<file path="config.mk">
export PLATFORM = sky130hd
export DESIGN_NAME = tone_period_meter
export DESIGN_NICKNAME = d
export VERILOG_FILES = /design/src/rtl/tone_period_meter.sv
export SDC_FILE = /design/constraint.sdc
export NUM_CORES = 1
export LEC_CHECK = 0
export BUFFER_PORTS_ARGS = -buffer_cell sky130_fd_sc_hd__buf_2
export CAP_MARGIN = 20
export CORE_MARGIN = 5
export CORE_UTILIZATION = 50
export CTS_CLUSTER_DIAMETER = 200
export DETAILED_ROUTE_END_ITERATION = 10
export GPL_ROUTABILITY_DRIVEN = 0
export PLACE_DENSITY = 0.69
export SYNTH_ARGS = -nofsm -noshare
export SYNTH_HDL_FRONTEND = slang
export SYNTH_SLANG_ARGS = --single-unit
</file>
<file path="constraint.sdc">
create_clock -name clk -period 10.43 [get_ports clk]
set_clock_uncertainty 0.1 [all_clocks]
set_input_delay 1.043 -clock clk [delete_from_list [all_inputs] [get_ports clk]]
set_output_delay 1.043 -clock clk [all_outputs]
set_load 0.005 [all_outputs]
</file>
<file path="src/rtl/tone_period_meter.sv">
// ============================================================================
// Module  : tone_period_meter
// Brief   : Deglitched rising-edge period meter for a 1-bit square-wave tone,
//           classifying each period against 8 power-of-two button tones.
// Revision: 1.0 - initial release
// ============================================================================
`default_nettype none

module tone_period_meter #(
    parameter int CNT_W     = 18,
    parameter int GLITCH    = 4,
    parameter int TIMEOUT   = 200000,
    parameter int BASE_LOG2 = 10,
    parameter int TOL_SHIFT = 4
) (
    input  logic             clk,
    input  logic             rst_n,
    input  logic             audio_in,
    output logic [CNT_W-1:0] period_o,
    output logic             valid_o,
    output logic [2:0]       tone_idx_o,
    output logic             tone_hit_o,
    output logic             silent_o
);

    localparam int               STAB_W    = $clog2(GLITCH + 1);
    localparam logic [STAB_W-1:0] STAB_LAST = STAB_W'(GLITCH - 1);
    localparam logic [CNT_W-1:0]  CNT_MAX   = '1;
    localparam logic [CNT_W-1:0]  TIMEOUT_C = CNT_W'(TIMEOUT);

    typedef enum logic [1:0] {
        S_IDLE  = 2'd0,
        S_ARMED = 2'd1,
        S_MEAS  = 2'd2
    } state_t;

    logic              sync1_q, sync2_q;
    logic              filt_q, filt_dly_q;
    logic [STAB_W-1:0] stab_q;
    logic [CNT_W-1:0]  cnt_q;
    state_t            state_q;
    logic              rise;
    logic [CNT_W:0]    cnt_ext;
    logic [7:0]        match;
    logic              hit_d;
    logic [2:0]        idx_d;

    // Synchronizer plus stability filter: a level change is accepted only
    // after GLITCH consecutive samples disagree with the filtered level.
    always_ff @(posedge clk or negedge rst_n) begin
        if (!rst_n) begin
            sync1_q    <= 1'b0;
            sync2_q    <= 1'b0;
            filt_q     <= 1'b0;
            filt_dly_q <= 1'b0;
            stab_q     <= '0;
        end else begin
            sync1_q    <= audio_in;
            sync2_q    <= sync1_q;
            filt_dly_q <= filt_q;
            if (sync2_q != filt_q) begin
                if (stab_q == STAB_LAST) begin
                    filt_q <= sync2_q;
                    stab_q <= '0;
                end else begin
                    stab_q <= stab_q + STAB_W'(1);
                end
            end else begin
                stab_q <= '0;
            end
        end
    end

    assign rise = filt_q & ~filt_dly_q;

    always_ff @(posedge clk or negedge rst_n) begin
        if (!rst_n) begin
            cnt_q <= '0;
        end else if (rise) begin
            cnt_q <= CNT_W'(1);
        end else if (cnt_q != CNT_MAX) begin
            cnt_q <= cnt_q + CNT_W'(1);
        end
    end

    assign cnt_ext = {1'b0, cnt_q};

    for (genvar k = 0; k < 8; k++) begin : g_tone
        localparam logic [CNT_W:0] NOM = (CNT_W + 1)'(1) << (k + BASE_LOG2);
        localparam logic [CNT_W:0] TOL = NOM >> TOL_SHIFT;
        logic [CNT_W:0] diff;
        assign diff     = (cnt_ext >= NOM) ? (cnt_ext - NOM) : (NOM - cnt_ext);
        assign match[k] = (diff <= TOL);
    end

    // Descending scan so the lowest matching tone index is the one kept.
    always_comb begin
        hit_d = 1'b0;
        idx_d = tone_idx_o;
        for (int k = 7; k >= 0; k--) begin
            if (match[k]) begin
                hit_d = 1'b1;
                idx_d = 3'(k);
            end
        end
    end

    always_ff @(posedge clk or negedge rst_n) begin
        if (!rst_n) begin
            state_q    <= S_IDLE;
            period_o   <= '0;
            valid_o    <= 1'b0;
            tone_idx_o <= 3'd0;
            tone_hit_o <= 1'b0;
            silent_o   <= 1'b1;
        end else begin
            valid_o <= 1'b0;
            case (state_q)
                S_IDLE: begin
                    if (rise) begin
                        state_q <= S_ARMED;
                    end
                end
                S_ARMED, S_MEAS: begin
                    // A rise on the timeout cycle still counts as a measurement.
                    if (rise) begin
                        state_q    <= S_MEAS;
                        period_o   <= cnt_q;
                        valid_o    <= 1'b1;
                        silent_o   <= 1'b0;
                        tone_hit_o <= hit_d;
                        tone_idx_o <= idx_d;
                    end else if (cnt_q == TIMEOUT_C) begin
                        state_q    <= S_IDLE;
                        silent_o   <= 1'b1;
                        tone_hit_o <= 1'b0;
                    end
                end
                default: begin
                    state_q <= S_IDLE;
                end
            endcase
        end
    end

endmodule

`default_nettype wire
</file>
# After elaboration in Yosys (flattened, before gate mapping)
# Cells that the tools add are included.
[word_totals] ff_bits=51 output_inout_bits=24 wordCells=104
[op_classes] add_sub_neg=18 order_cmp=16 eq_ne=8 muxes=38 bitwise_logic=2 reduce_logical=10
[op_table] op="19-bit two-way mux" n=8
[op_table] op="18-bit two-way mux" n=2
[op_table] op="3-bit two-way mux" n=10
[op_table] op="19-bit by 10-bit <= comparator with 1-bit output, second input constant" n=1
[op_table] op="19-bit by 11-bit <= comparator with 1-bit output, second input constant" n=1
[op_table] op="19-bit by 12-bit <= comparator with 1-bit output, second input constant" n=1
[op_table] op="19-bit by 13-bit <= comparator with 1-bit output, second input constant" n=1
[op_table] op="19-bit by 14-bit <= comparator with 1-bit output, second input constant" n=1
[op_table] op="19-bit by 7-bit <= comparator with 1-bit output, second input constant" n=1
[op_table] op="19-bit by 8-bit <= comparator with 1-bit output, second input constant" n=1
[op_table] op="19-bit by 9-bit <= comparator with 1-bit output, second input constant" n=1
[op_table] op="11-bit by 18-bit subtractor with 19-bit output, first input constant" n=1
[op_table] op="12-bit by 18-bit subtractor with 19-bit output, first input constant" n=1
[op_table] op="13-bit by 18-bit subtractor with 19-bit output, first input constant" n=1
[op_table] op="14-bit by 18-bit subtractor with 19-bit output, first input constant" n=1
[op_table] op="15-bit by 18-bit subtractor with 19-bit output, first input constant" n=1
[op_table] op="16-bit by 18-bit subtractor with 19-bit output, first input constant" n=1
[op_table] op="17-bit by 18-bit subtractor with 19-bit output, first input constant" n=1
[op_table] op="18-bit by 11-bit subtractor with 19-bit output, second input constant" n=1
[op_table] op="18-bit by 12-bit subtractor with 19-bit output, second input constant" n=1
[op_table] op="18-bit by 13-bit subtractor with 19-bit output, second input constant" n=1
[op_table] op="18-bit by 14-bit subtractor with 19-bit output, second input constant" n=1
[op_table] op="18-bit by 15-bit subtractor with 19-bit output, second input constant" n=1
[op_table] op="18-bit by 16-bit subtractor with 19-bit output, second input constant" n=1
[op_table] op="other kinds (32)" n=51

# Logic depth before layout (Yosys ltp)
# Gate-level depths: netlist of run 1.
[depth] word_depth=12 mapped_depth=13 depth_no_buf=12

# Worst setup path before layout of run 1
# No wires, ideal clock.
[synth_timing] kind="register to register" start="register cnt_q[15]" end="register tone_idx_o[1]" arrival_ps=3350 required_time_ps=10243 setup_slack_ps=6893 stages_incl_launch_ff=14 path_buffers=2 cell_sequence="dfrtp_1 > clkbuf_1 > clkinv_1 > ha_1 > clkbuf_1 > nand4b_1 > o41ai_2 > a2111oi_0 > nor3_1 > nor4_1 > or4b_1 > o31a_2 > nor3b_1 > a211oi_2"
[synth_via] elab_chain_cells=10 elab_cells_between_ends=49 classes_between="16 x add/sub; 16 x order compare; 15 x mux; 2 x reduce/logical"
[synth_lines] item="start, declared" line="40" text="logic [CNT_W-1:0] cnt_q;"
[synth_lines] item="start signal, assigned" line="82" text="cnt_q <= cnt_q + CNT_W'(1);"
[synth_lines] item="17-bit by 18-bit subtractor with 19-bit output (tied with other cells)" line="92" text="assign diff = (cnt_ext >= NOM) ? (cnt_ext - NOM) : (NOM - cnt_ext);"
[synth_lines] item="19-bit two-way mux" line="92"
[synth_lines] item="19-bit by 13-bit <= comparator with 1-bit output" line="93" text="assign match[k] = (diff <= TOL);"
[synth_lines] item="3-bit two-way mux (7 in series)" line="101" text="if (match[k]) begin"
[synth_lines] item="end signal, assigned" line="132" text="tone_idx_o <= idx_d;"
[synth_lines] item="end, declared" line="21" text="output logic [2:0] tone_idx_o,"
# Several ways; a longest one is shown, not always the timed one.
# A chain may end at the register's enable or synchronous reset.

# Worst setup path after layout of run 1
[layout_timing] start="register cnt_q[16]" end="register tone_hit_o"
[layout_via] elab_chain_cells=12 elab_cells_between_ends=52 classes_between="16 x add/sub; 16 x order compare; 1 x eq/ne; 17 x mux; 2 x reduce/logical"
[layout_lines] item="18-bit by 18-bit subtractor with 19-bit output / 18-bit greater-or-equal comparator (equally long branches)" line="92"
[layout_lines] item="19-bit two-way mux" line="92"
[layout_lines] item="19-bit by 14-bit <= comparator with 1-bit output" line="93"
[layout_lines] item="1-bit two-way mux (8 in series)" line="101"
[layout_lines] item="1-bit two-way mux" line="126" text="if (rise) begin"
[layout_lines] item="end signal, assigned" line="131" text="tone_hit_o <= hit_d;"
[layout_lines] item="end, declared" line="22" text="output logic tone_hit_o,"
# Several ways; a longest one is shown, not always the timed one.

==> flow_metrics.tcl, run 1 <==
set metrics [dict create \
    status "finished clean" \
    avgSynthCellArea_um2 7.88 \
    grt_overflow 0 \
    clk_pin_slew_worst_paths_ps 100 \
    rrSetupSlack_ps 5480 \
    worst-path-buf-inv 2 \
    cap_violations 0 \
    hold_slack_ps 276 \
    seq_power_share 0.351 \
    ys_types 74 \
    slew_viol_final 0 \
    ios 27 \
    fin_ws_ps 5480 \
    fin_nets 686 \
    ir_drop_mv 0.119 \
    yosysTopAreaCell "dfrtp_1" \
    netlist_instances 640 \
    viasPerCell 6.95 \
    rsz0062_at_grt "no" \
    clkLatencyLatePin_ps 310 \
    ctsLongestPathBuffers 2 \
    chipWidth_um 110 \
    leakage_nw 2.42 \
    fmax_mhz 202 \
    power_switching_mw 0.348 \
    min_path_type "reg2reg" \
    pwr_density_cell_nw_per_um2 139 \
    vias 5390 \
    wl_per_cell_um 21.7 \
    yosysSeqAreaShare 0.253 \
    final_util 0.547 \
    die_area_um2 12200 \
    cp.required_ps 10580 \
    area_growth_pct 6.42 \
    dpl_worst_slack_ps 5750 \
    hpwl_mm 11.9 \
    cts_sinks 51 \
    finalCriticalPeriod_ps 4950 \
    port_buffers 26 \
    synth_edf_count 0 \
    syn_nets 684 \
    routed_wirelength_mm 16.8 \
    antenna_found_initial 0 \
    netlist.area_leader.share 0.248 \
    layout.cells.non_filler 776 \
    p_int_mw 0.398 \
    fin_crit_sh 0.475 \
    synth_flop_cell "dfrtp_1" \
    std_cell_rows 36 \
    first_pass_iters 7 \
    netlist_area_um2 5050 \
    worstSetupPathType "reg2reg" \
    diodes 0 \
    synth_area_leaders "dfrtp_1 25%, ha_1 10%, nand2_1 4.8%" \
    core_um2 9820 \
    tightest_slew_ps 897 \
    setup_violations 0 \
    n_fill_cell 984 \
    grt_max_degree 52 \
    start_util 0.514 \
    synth.ff_latch_count 51 \
    slowest_delay_ps 710 \
    swShare 0.466 \
    cp_max_fo 22 \
    grt_pass1_wl_mm 27.2 \
    drive_above_1_share 0.0995 \
    worst_setup_path_start_kind "flop" \
    arrival_ps 5100 \
    cp-end-kind "flop" \
    ys_warn_count 0 \
    ys_async_sr_fraction 1.00 \
    grt_use_total 0.267 \
    cts_tree "done" \
    dr.first_iter.drc_count 729 \
    cts_root_buffer "clkbuf_8" \
    critPathTopFamily "compound AO/OA/AOI/OAI gates" \
    cpMaxStageDelayCell "dfrtp_1" \
    path_cells "clkinv_1, ha_1, ha_1, clkinv_1, a211oi_1, o311ai_0, or4_1, o21ai_0, a21boi_0, nand3b_1, a22o_1" \
    cts_resized 0 \
    power_frac_comb 0.487 \
    ant_nets 0 \
    cts_hold_buf 0 \
    route.detailed.drc 0 \
    grt_pass1_vias 5107 \
    dpl.cell_count 766 \
    slew_headroom 0.401 \
    die_h_um 110 \
    setup_tns_ps 0 \
    hold_violations 0 \
    numCtsBuffers 5 \
    postCtsSetupBuffers 0 \
    htreeDepth 2 \
    clockPowerShare 0.162 \
]
final timing paths:
kind	depth (start not counted)	to	from
min reg2reg	0	sync2_q$_DFF_PN0_	sync1_q$_DFF_PN0_
max	11	tone_hit_o$_DFFE_PN0P_	cnt_q[16]$_DFFE_PN0P_
min	0	sync2_q$_DFF_PN0_	sync1_q$_DFF_PN0_
max reg2reg	11	tone_hit_o$_DFFE_PN0P_	cnt_q[16]$_DFFE_PN0P_
max in group asynchronous	2	period_o[12]$_DFFE_PN0P_	rst_n
min in group asynchronous	1	filt_dly_q$_DFF_PN0_	rst_n
area by class of cell:
cell class	instances	area (um^2)	area share
Multi-Input combinational cell	515	3480	0.648
Sequential cell	51	1280	0.238
Timing Repair Buffer	40	245	0.0457
Tap cell	133	166	0.0310
Inverter	29	109	0.0203
Clock buffer	5	68.8	0.0128
Clock inverter	3	22.5	0.00419
per-stage QoR:
| step | instance area, um^2 | power (mW) |
|---|---|---|
| 6_report | 5370 | 0.745 |
| 5_1_grt | 5370 | 0.794 |
| 4_1_cts | 5350 | 0.735 |
| 3_5_place_dp | 5250 | 0.613 |
| 3_3_place_gp | 5250 | 0.609 |
| 2_1_floorplan | 5050 | 0.508 |
routing by layer:
metal,vias up,global-route usage,part of all wire
met5,-,0,0
met4,0,0.137,0.065
met3,108,0.0646,0.11
met2,401,0.399,0.43
met1,2494,0.357,0.40
li1,2387,-,-
Yosys cell counts (5+ instances only):
library cell / count
nand2_1: 65
dfrtp_1: 50
nor2_1: 45
ha_1: 41
o21ai_0: 41
clkbuf_1: 40
a21oi_1: 30
nor3_1: 27
xnor2_1: 27
inv_1: 23
nand3_1: 17
nand4_1: 15
a31oi_1: 13
o31ai_1: 11
and3_1: 10
nor2b_1: 10
nor4_1: 9
o211ai_1: 9
or3_1: 8
nand4b_1: 7
a211oi_1: 6
and4_1: 6
nor4b_1: 6
xor2_1: 6
a21boi_0: 5
and2_1: 5
nand2b_1: 5
o32ai_1: 5
o41ai_1: 5
sequential cells by signal (all words and copies together), names as in the netlist:
| register | cells |
|---|---|
| stab_q | 3 |
| period_o | 18 |
| valid_o | 1 |
| cnt_q | 18 |
| filt_dly_q | 1 |
| tone_idx_o | 3 |
| sync2_q | 1 |
| sync1_q | 1 |
| state_q | 2 |
| tone_hit_o | 1 |
| silent_o | 1 |
| filt_q | 1 |
worst reg2reg max path: stages (launching register included):
cell and delay, ps:
dfrtp_1 710, clkinv_1 410, ha_1 480, ha_1 580
clkinv_1 400, a211oi_1 420, o311ai_0 190, or4_1 410
o21ai_0 530, a21boi_0 310, nand3b_1 210, a22o_1 150
power by group through the flow:
stage | clock network [mW] | logic (mW) | registers, mW
floorplan | 0 | 0.258 | 0.249
global placement | 0 | 0.346 | 0.263
detailed placement | 0 | 0.348 | 0.265
CTS | 0.125 | 0.350 | 0.261
global route | 0.134 | 0.394 | 0.266
finish | 0.121 | 0.363 | 0.262
layout by cell type, fill, tap and decap left out, types with 7 or more instances in the layout:
master,instances
nand2_1,65
dfrtp_1,50
nor2_1,45
o21ai_0,41
ha_1,41
a21oi_1,30
xnor2_1,27
nor3_1,27
buf_2,26
inv_1,23
nand3_1,17
nand4_1,15
a31oi_1,13
buf_4,12
o31ai_1,11
nor2b_1,10
and3_1,10
nor4_1,9
o211ai_1,9
or3_1,8
nand4b_1,7
kinds of logic after synthesis:
family / share of synthesized area
buffers and inverters: 0.0570
adder cells (fa/ha/maj): 0.102
multiplexers: 0.0124
XOR/XNOR: 0.0573
AND/OR/NAND/NOR: 0.274
flip-flops: 0.253
AO/OA/AOI/OAI: 0.244
No activity file was read; power rests on OpenSTA's default activity.
==> inputs of run 2 (changes only) <==
==> constraint.sdc (replaced) <==
create_clock -name clk -period 4.7 [get_ports clk]
set_clock_uncertainty 0.1 [all_clocks]
set_input_delay 0.47 -clock clk [delete_from_list [all_inputs] [get_ports clk]]
set_output_delay 0.47 -clock clk [all_outputs]
set_load 0.005 [all_outputs]
==> run 2 against run 1 <==
Against the previous run:
- setup slack worse by 4900 ps
- wire length up 2.1%
- sequential power up 120%
- first-iteration DRC count down 0.41%
- critical path depth up 1
- non-clock buffer count up 20
- highest routed layer unchanged
==> flow_metrics.tcl, run 2 (same netlist as run 1, synthesis figures left out) <==
set metrics [dict create \
    status "finished clean" \
    grt_pass1_vias 5347 \
    cp-end-kind "flop" \
    first_pass_iters 6 \
    ctsLongestPathBuffers 2 \
    tightest_slew_ps 785 \
    slew_viol_final 0 \
    ios 27 \
    dpl-instance-area_um2 5410 \
    total_power_mw 1.68 \
    reg_top3 "cnt_q x18, period_o x18" \
    cap_violations 0 \
    arrival_ps 4250 \
    pwr_density_cell_nw_per_um2 304 \
    fmax_mhz 243 \
    grt_pass1_wl_mm 27.9 \
    rr_worst_depth 12 \
    postCtsSetupBuffers 0 \
    ant_nets 0 \
    setup_tns_ps 0 \
    hold_slack_ps 19.4 \
    clkLatencyLatePin_ps 320 \
    cts_resized 0 \
    grt_max_degree 52 \
    fin_ws_ps 588 \
    cts_hold_buf 0 \
    grt_overflow 0 \
    die_h_um 110 \
    die_area_um2 12200 \
    rsz0062_at_grt "no" \
    dpl_worst_slack_ps 789 \
    reg2reg_to "tone_idx_o[1]$_DFFE_PN0P_" \
    rrSetupSlack_ps 590 \
    setup_violations 0 \
    fin_nets 706 \
    crit_end "tone_idx_o[1]$_DFFE_PN0P_" \
    area_growth_pct 9.55 \
    route.detailed.drc 0 \
    cts_tree "done" \
    critPathLaunch "cnt_q[17]$_DFFE_PN0P_" \
    dr.first_iter.drc_count 726 \
    diodes 0 \
    fin_crit_sh 0.875 \
    grt_use_total 0.276 \
    start_util 0.514 \
    antenna_found_initial 0 \
    routed_wirelength_mm 17.2 \
    core_um2 9820 \
    slew_headroom 0.473 \
    leakage_nw 2.51 \
    cts_root_buffer "clkbuf_8" \
    numCtsBuffers 5 \
    worst_setup_path_start_kind "flop" \
    wl_per_cell_um 21.6 \
    finalInstanceArea_um2 5530 \
    clk_pin_slew_worst_paths_ps 100 \
    std_cell_rows 36 \
    layout_commonest_cell "nand2_1" \
    chipWidth_um 110 \
    hold_violations 0 \
    ir_drop_mv 0.361 \
    cp.required_ps 4840 \
    final_cell_mix "65 x nand2_1, 50 x dfrtp_1, 45 x nor2_1" \
    cts_sinks 51 \
    vias 5403 \
    finalCriticalPeriod_ps 4110 \
    drive_above_1_share 0.127 \
    hpwl_mm 12.5 \
    port_buffers 26 \
    min_path_type "in2async" \
    viasPerCell 6.79 \
    htreeDepth 2 \
    worstSetupPathType "reg2reg" \
    cp_max_fo 12 \
    reg2reg_from "cnt_q[17]$_DFFE_PN0P_" \
]
run 2: changes by cell type in the layout (fill, tap and decap cells not counted), sizes merged:
| cell | before | now |
|---|---|---|
| clkbuf | 6 | 5 |
| buf | 39 | 60 |
| clkinv | 5 | 4 |
| clkinvlp | 0 | 1 |
run 2: layer usage:
layer	GRT usage	wire (um)	up-vias
li1	-	-	2427
met1	0.359	6700	2460
met2	0.419	7290	403
met3	0.0744	2120	113
met4	0.142	1060	0
met5	0	0	-
run 2: stage by stage:
step	util	std cells
CTS	0.561	795
floorplan	-	640
global route	0.563	796
global placement	0.551	787
detailed placement	0.551	787
finish	0.563	796
run 2: how the worst min path moves through the flow:
| stage | from | to | slack (ps) | depth (start not counted) |
|---|---|---|---|---|
| 5_1_grt | rst_n | sync1_q$_DFF_PN0_ | 40 | 1 |
| 6_report | rst_n | filt_dly_q$_DFF_PN0_ | 20 | 1 |
| 4_1_cts | audio_in | sync1_q$_DFF_PN0_ | 150 | 1 |
| 3_3_place_gp | sync1_q$_DFF_PN0_ | sync2_q$_DFF_PN0_ | 230 | 0 |
| 3_5_place_dp | sync1_q$_DFF_PN0_ | sync2_q$_DFF_PN0_ | 250 | 0 |
| 2_1_floorplan | rst_n | cnt_q[0]$_DFFE_PN0P_ | 70 | 0 |
run 2: worst max-delay path, cell delays in order (launching register included):
cell       delay [ps]
dfrtp_1           340
buf_4             230
clkinv_1          490
ha_1              550
inv_1             260
nor2_1            130
a2111oi_0         550
nor3_1             90
nor4_1            250
or4b_1            520
o31a_2            170
nor3b_1           160
a211oi_2          200
run 2: final cells by class:
| type | instances | area [um^2] |
|---|---|---|
| inverters | 29 | 109 |
| flip-flops and latches | 51 | 1280 |
| fillers | 943 | 4290 |
| clock buffers | 5 | 68.8 |
| repair buffers | 60 | 398 |
| well taps | 133 | 166 |
| clock inverters | 3 | 27.5 |
| multi-input cells | 515 | 3480 |
run 2: where the power goes:
group | internal (mW) | leakage (nW) | switching [mW]
logic | 0.298 | 1.79 | 0.524
registers | 0.505 | 0.678 | 0.0727
clock network | 0.111 | 0.0467 | 0.168
==> inputs of run 3 (changes only) <==
--- a/config.mk
+++ b/config.mk
@@ -7,6 +7,7 @@
 export LEC_CHECK = 0
 export BUFFER_PORTS_ARGS = -buffer_cell sky130_fd_sc_hd__buf_2
 export CAP_MARGIN = 20
+export CORE_ASPECT_RATIO = 0.75
 export CORE_MARGIN = 5
 export CORE_UTILIZATION = 50
 export CTS_CLUSTER_DIAMETER = 200
==> run 3 against run 2 <==
Against the previous run:
- largest power group unchanged
- sequential share of layout area is 0.22 points lower
- via count grew 2.4%
- critical path depth is 1 lower
- register-to-register slack got worse by 90 ps
- critical endpoint is now tone_hit_o$_DFFE_PN0P_
==> flow_metrics.tcl, run 3 (same netlist as run 1, synthesis figures left out) <==
set metrics [dict create \
    setup_violations 0 \
    cap_violations 0 \
    antenna_found_initial 0 \
    cts_sinks 51 \
    postCtsSetupBuffers 0 \
    grt_pass1_vias 5016 \
    layout_commonest_cell "nand2_1" \
    cts_resized 0 \
    grt_pass1_wl_mm 28.1 \
    final_cell_mix "65 x nand2_1, 50 x dfrtp_1, 45 x nor2_1" \
    grt_use_total 0.283 \
    cts_root_buffer "clkbuf_16" \
    numCtsBuffers 5 \
    vias 5530 \
    final_util 0.571 \
    slew_viol_final 0 \
    htreeDepth 2 \
    pwr_density_cell_nw_per_um2 321 \
    routed_wirelength_mm 17.8 \
    wl_per_cell_um 22.4 \
    dr.first_iter.drc_count 933 \
    reg_top3 "cnt_q x18, period_o x18" \
    hold_violations 0 \
    viasPerCell 6.95 \
    path_cells "clkinv_1, ha_1, and4b_1, o2111a_1, o311ai_0, a31oi_1, a31o_2, nand4_1, a21boi_0, nand3b_1, a22o_1" \
    rsz0062_at_grt "no" \
    cp.required_ps 4790 \
    min_path_type "in2reg" \
    first_pass_iters 11 \
    cts_hold_buf 0 \
    area_growth_pct 10.6 \
    grt_max_degree 52 \
    clk_pin_slew_worst_paths_ps 80 \
    die_h_um 97 \
    route.detailed.drc 0 \
    slowest_delay_ps 670 \
    tightest_slew_ps 838 \
    cpMaxStageDelayCell "dfrtp_1" \
    cp-end-kind "flop" \
    fin_nets 707 \
    worst_setup_path_start_kind "flop" \
    drive_above_1_share 0.128 \
    die_area_um2 12200 \
    leakage_nw 2.54 \
    diodes 0 \
    start_util 0.516 \
    cp_max_fo 12 \
    chipWidth_um 126 \
    ant_nets 0 \
    ios 27 \
    core_um2 9770 \
    clkLatencyLatePin_ps 310 \
    status "finished clean" \
    worstSetupPathType "reg2reg" \
    port_buffers 26 \
    grt_overflow 0 \
    cts_tree "done" \
    fmax_mhz 238 \
    std_cell_rows 31 \
    ctsLongestPathBuffers 2 \
    fin_crit_sh 0.893 \
    setup_tns_ps 0 \
    arrival_ps 4290 \
    ir_drop_mv 0.203 \
    slew_headroom 0.440 \
    finalCriticalPeriod_ps 4200 \
    hpwl_mm 13.1 \
]
## run 3: layer usage
| metal | part of all wire | routed length, um | global-route usage | vias up |
|---|---|---|---|---|
| met5 | 0 | 0 | 0 | - |
| met4 | 0.041 | 737 | 0.0899 | 0 |
| met3 | 0.15 | 2720 | 0.108 | 113 |
| met2 | 0.40 | 7080 | 0.390 | 446 |
| met1 | 0.41 | 7310 | 0.404 | 2542 |
| li1 | - | - | - | 2429 |
## run 3: final cells by class
class	instances	area, um^2
sequential	51	1280
multi-input combinational	515	3480
tap	132	165
clock buffer	6	139
clock inverter	2	16.3
fill	906	4190
inverter	29	109
timing repair buffer	61	393
## run 3: critical path, delay by kind of cell, from the launching register on
kind | cells | cell delay, ps
buffers and inverters | 1 | 550
and+or+nand+nor | 3 | 600
AOI/OAI and AO/OA | 6 | 1670
DFF | 1 | 670
adders and majority gates | 1 | 490
## run 3: worst paths after layout
kind                                             from                   endpoint  slack, ps  cells after the start
worst min-delay path                         audio_in          sync1_q$_DFF_PN0_        170                      1
worst min register to register      sync1_q$_DFF_PN0_          sync2_q$_DFF_PN0_        250                      0
worst max-delay path            cnt_q[17]$_DFFE_PN0P_     tone_hit_o$_DFFE_PN0P_        500                     11
worst max register to register  cnt_q[17]$_DFFE_PN0P_     tone_hit_o$_DFFE_PN0P_        500                     11
min in group asynchronous                       rst_n  tone_idx_o[0]$_DFFE_PN0P_        180                      2
max in group asynchronous                       rst_n         filt_q$_DFFE_PN0P_       3860                      2
## run 3: report_power, final
part / switching, mW / internal (mW) / total, mW
clock network: 0.183 / 0.214 / 0.396
registers: 0.0805 / 0.503 / 0.584
logic: 0.529 / 0.284 / 0.813
## run 3: stage by stage
stage          setup WS, ps  cells  power, mW  hold slack [ps]  area [um^2]
5_1_grt                 336    796       1.88              177         5580
3_5_place_dp            712    788       1.37              245         5430
6_report                503    796       1.79              169         5580
4_1_cts                 680    796       1.76              171         5580
2_1_floorplan          1160    640       1.13             74.4         5050
3_3_place_gp            824    788       1.36              235         5430
